===== src/rtl/gpio_scan_sequencer.sv =====
// gpio_scan_sequencer: walks a 6-bit GPIO pin index (1..34, 0 = none) from a first to a last pin.
//   clk        system clock, rising edge
//   nrst       asynchronous active-low reset
//   en         run enable; low freezes an active scan
//   start      start request (IDLE only)
//   stop       synchronous abort, overrides en and start
//   loop_mode  wrap from last_pin back to first_pin
//   first_pin  first index of the scan
//   last_pin   last index of the scan
//   dwell      enabled cycles each index is presented
//   pin_idx    index to the one-hot decoder, 0 when idle
//   busy       scan active, including paused
//   done       one-cycle pulse at the end of a non-looping scan
//   cfg_err    one-cycle pulse when a start is rejected
module gpio_scan_sequencer #(
   parameter int DWELL_W = 16
) (
   input  logic               clk,
   input  logic               nrst,
   input  logic               en,
   input  logic               start,
   input  logic               stop,
   input  logic               loop_mode,
   input  logic [5:0]         first_pin,
   input  logic [5:0]         last_pin,
   input  logic [DWELL_W-1:0] dwell,
   output logic [5:0]         pin_idx,
   output logic               busy,
   output logic               done,
   output logic               cfg_err
);
   typedef enum logic {IDLE, SCAN} state_t;
   state_t state, state_n;
   logic [5:0] pin_n, first_q, last_q;
   logic [DWELL_W-1:0] dwell_q, cnt, cnt_n;
   logic loop_q, cfg_ok, done_n, err_n;
   assign cfg_ok = first_pin != 6'd0 && first_pin <= last_pin && last_pin <= 6'd34 && dwell != '0;
   assign busy = state == SCAN;
   always_comb begin
      state_n = state;
      pin_n   = pin_idx;
      cnt_n   = cnt;
      done_n  = 1'b0;
      err_n   = 1'b0;
      if (stop) begin
         state_n = IDLE;
         pin_n   = 6'd0;
         cnt_n   = '0;
      end else if (state == IDLE) begin
         if (start && en) begin
            if (cfg_ok) begin
               state_n = SCAN;
               pin_n   = first_pin;
               cnt_n   = DWELL_W'(1);
            end else begin
               err_n = 1'b1;
            end
         end
      end else if (en) begin
         if (cnt < dwell_q) begin
            cnt_n = cnt + DWELL_W'(1);
         end else begin
            cnt_n = DWELL_W'(1);
            if (pin_idx != last_q) begin
               pin_n = pin_idx + 6'd1;
            end else if (loop_q) begin
               pin_n = first_q;
            end else begin
               state_n = IDLE;
               pin_n   = 6'd0;
               cnt_n   = '0;
               done_n  = 1'b1;
            end
         end
      end
   end
   always_ff @(posedge clk or negedge nrst) begin
      if (!nrst) begin
         state   <= IDLE;
         pin_idx <= 6'd0;
         cnt     <= '0;
         done    <= 1'b0;
         cfg_err <= 1'b0;
         first_q <= 6'd0;
         last_q  <= 6'd0;
         dwell_q <= '0;
         loop_q  <= 1'b0;
      end else begin
         state   <= state_n;
         pin_idx <= pin_n;
         cnt     <= cnt_n;
         done    <= done_n;
         cfg_err <= err_n;
         // config is captured only on an accepted start
         if (state == IDLE && state_n == SCAN) begin
            first_q <= first_pin;
            last_q  <= last_pin;
            dwell_q <= dwell;
            loop_q  <= loop_mode;
         end
      end
   end
endmodule


===== config.mk =====
export PLATFORM = sky130hd
export DESIGN_NAME = gpio_scan_sequencer
export DESIGN_NICKNAME = d
export VERILOG_FILES = /design/src/rtl/gpio_scan_sequencer.sv
export SDC_FILE = /design/constraint.sdc
export NUM_CORES = 1
export LEC_CHECK = 0
export BUFFER_PORTS_ARGS = -buffer_cell sky130_fd_sc_hd__buf_2
export CORE_ASPECT_RATIO = 1.2
export CORE_MARGIN = 5
export CORE_UTILIZATION = 25
export DETAILED_ROUTE_END_ITERATION = 8
export PLACE_DENSITY = 0.41
export SLEW_MARGIN = 20
export SYNTH_ARGS = -nofsm -noshare
export SYNTH_HDL_FRONTEND = slang
export SYNTH_SLANG_ARGS = --single-unit

===== constraint.sdc =====
create_clock -name clk -period 2.87 [get_ports clk]
set_clock_uncertainty 0.1 [all_clocks]
set_input_delay 0.1435 -clock clk [delete_from_list [all_inputs] [get_ports clk]]
set_output_delay 0.1435 -clock clk [all_outputs]
set_load 0.01 [all_outputs]

==> out/metrics.yaml <==
run_status:
  status: "finished, final reports clean"
route:
  vias_per_cell: 4.69
  ant_nets: 0
  wire_per_inst_um: 15.8
  vias: 2614
  drt_iter0_drc: 54
  drc: 0
  first_pass_iters: 4
  routed_wl_mm: 8.78
logic_synthesis:
  ys_seq_area_share_pct: 41.1
  yosysWarningCount: 0
  async_flop_share_pct: 100
  syn_area_mm2: 0.00329
  synth_seq_cells: 54
  ys.flop_type: "dfrtp_1"
  synth.distinct_cells: 49
  synth_cells: 322
  syn_area_per_cell_um2: 10.2
  synth_edf_count: 0
  synth_nets: 379
grt:
  globalRouteTotalUtil_pct: 11.9
  grt_pass1_wl_mm: 14.6
  grt_start_max_net_pins: 44
  antenna_found_initial: 0
  first_global_vias: 2804
  gr-total-overflow: 0
timing:
  setup-tns-final_ps: 0
  final-hold-violation-count: 0
  tightest_slew_ps: 576
  fmax_mhz: 395
  min_period_ps: 2530
  fin_crit_sh_pct: 88.1
  rsz0062_at_grt: "no"
  finalSetupViolCount: 0
  slew_headroom_pct: 61.6
  finalMaxSlewViolations: 0
layout:
  area.growth.synth_to_final_pct: 24.0
  final_cells: 557
  drive_gt1_share_pct: 20.3
  nets: 445
  antenna_cells: 0
clock_tree:
  clock_sinks: 54
  cts_root_buf: "clkbuf_16"
  cts_buffer_depth: 2
  ctsResizeCount: 0
  path_clk_slew_ps: 70
  htreeDepth: 2
  cts_setup_buffers: 0
  cts_buffers: 5
  cts_tree: "yes"
  cts_hold_buf: 18
  clock_latency_ps: 300
setup_path:
  max_stage_delay_ps: 460
  startpoint_type: "flop"
  path_class: "reg -> reg"
  worstPathMaxFanout: 14
  r2r_cells: 7
  crit_chain: "ha_1, a21o_1, a21o_1, a221oi_2, o211a_4, nand2_4, o311ai_1"
  crit_top_cell: "a21o_1"
  r2r-start: "cnt[13]$_DFFE_PN0P_"
  r2r_end: "cnt[6]$_DFFE_PN0P_"
  reg2reg_slack_ps: 340
  critPathCaptureType: "flop"
  cp.required_ps: 2960
  cp_data_arrival_time_ps: 2620
  crit_slowest_cell: "dfrtp_1"
floorplan:
  core-area_mm2: 0.0131
  start_util_pct: 25.2
  die_h_um: 136
  die_area_mm2: 0.0156
  rows: 46
  die_x_um: 115
  pin_count: 43
placed_design:
  portBuffers: 42
  gp_congestion: 0.756
  dp_cells: 531
  dp.final_hpwl_mm: 6.64
flow_run:
  drv_cap: 0
hold_path:
  min_path_type: "in -> reg"
  min_from: "last_pin[3]"
  hold_path_end: "last_q[3]$_DFFE_PN0P_"
  holdPathStages: 2
power:
  power_density_mw_per_mm2: 538
  peakVddDrop_v: 0.000341
  p_leak_uw: 0.00188
[worst max-delay path by stage]
stage / depth (start not counted) / start / slack [ps] / end
6_report: 7 / cnt[13]$_DFFE_PN0P_ / 340 / cnt[6]$_DFFE_PN0P_
5_1_grt: 7 / cnt[11]$_DFFE_PN0P_ / 110 / cnt[3]$_DFFE_PN0P_
4_1_cts: 7 / cnt[13]$_DFFE_PN0P_ / 300 / cnt[5]$_DFFE_PN0P_
3_5_place_dp: 7 / cnt[13]$_DFFE_PN0P_ / 280 / cnt[5]$_DFFE_PN0P_
3_3_place_gp: 7 / cnt[9]$_DFFE_PN0P_ / 340 / cnt[13]$_DFFE_PN0P_
2_1_floorplan: 8 / cnt[13]$_DFFE_PN0P_ / 670 / cnt[11]$_DFFE_PN0P_
[cell usage after synthesis, drive strengths merged, types with 7 or more instances]
library cell  count  area [um2]
dfrtp            54        1350
nand2            34         135
inv              29         109
mux2             29         327
nand3            29         150
ha               23         288
o21ai            17        85.1
o311ai           12         165
buf               8        52.5
nor2              8        30.0
a21oi             7        35.0
nor4              7        43.8
[flip-flops by register name, summed over array words and instances (netlist names)]
register  count
busy          1
last_q        6
pin_idx       6
dwell_q      16
loop_q        1
cfg_err       1
first_q       6
cnt          16
done          1
[routing by layer]
metal	share of wire (%)	global-route usage [%]
met1	44	14.5
met2	53	21.7
met3	2.1	1.88
met4	1.3	3.13
met5	0	0
[area by class of cell]
class                           count  area, um2
Clock buffer                        5        125
Timing Repair Buffer               70        468
Inverter                           29        109
Tap cell                          168        210
Fill cell                        1319       8980
Multi-Input combinational cell    228       1770
Clock inverter                      3       45.0
Sequential cell                    54       1350
[worst max-delay path, delay by kind of cell, from the launching register on]
kind | cells | cell delay (ps)
AO/OA/AOI/OAI | 5 | 1370
adder cells (fa/ha/maj) | 1 | 320
flip-flops | 1 | 460
AND/OR/NAND/NOR | 1 | 170
[cells by family after synthesis]
logic type | Yosys count | share of synthesized area [%]
AO/OA/AOI/OAI | 62 | 15.7
XOR/XNOR | 10 | 2.66
adder cells (fa/ha/maj) | 23 | 8.75
buffers and inverters | 40 | 5.25
flip-flops | 54 | 41.1
multiplexers | 34 | 11.4
AND/OR/NAND/NOR | 99 | 15.1
[cell usage in the layout, fill, tap and decap left out, types with 5 or more instances in the layout]
master          n
a21o_1          6
a21oi_1         7
a22oi_1         5
buf_2          41
buf_4          11
clkbuf_16       5
dfrtp_1        54
dlygate4sd3_1  18
ha_1           23
inv_1          29
mux2_1         29
mux2i_1         5
nand2_1        33
nand3_1        28
nand4_1         5
nor2_1          8
nor4_1          7
o21ai_1        14
o311ai_2        8
xor2_1          6
[power by group]
part	internal [uW]	total (uW)	switching, uW
sequential	903	1010	103
combinational	239	487	247
clock	412	703	291
[stage by stage]
| stage | power [uW] | utilization [%] | worst slack (ps) | hold slack [ps] | area, um2 |
|---|---|---|---|---|---|
| final | 2190 | 31.2 | 341 | 11.7 | 4080 |
| after global routing | 2340 | 31.2 | 109 | 9.95 | 4080 |
| after CTS | 2240 | 31.2 | 300 | 2.65 | 4080 |
| after detailed placement | 1500 | 28.5 | 283 | 272 | 3730 |
| after global placement | 1500 | 28.5 | 338 | 265 | 3730 |
| after floorplan | 1320 | - | 666 | -252 | 3290 |
Note: power is estimated with default switching activity, not from simulation.
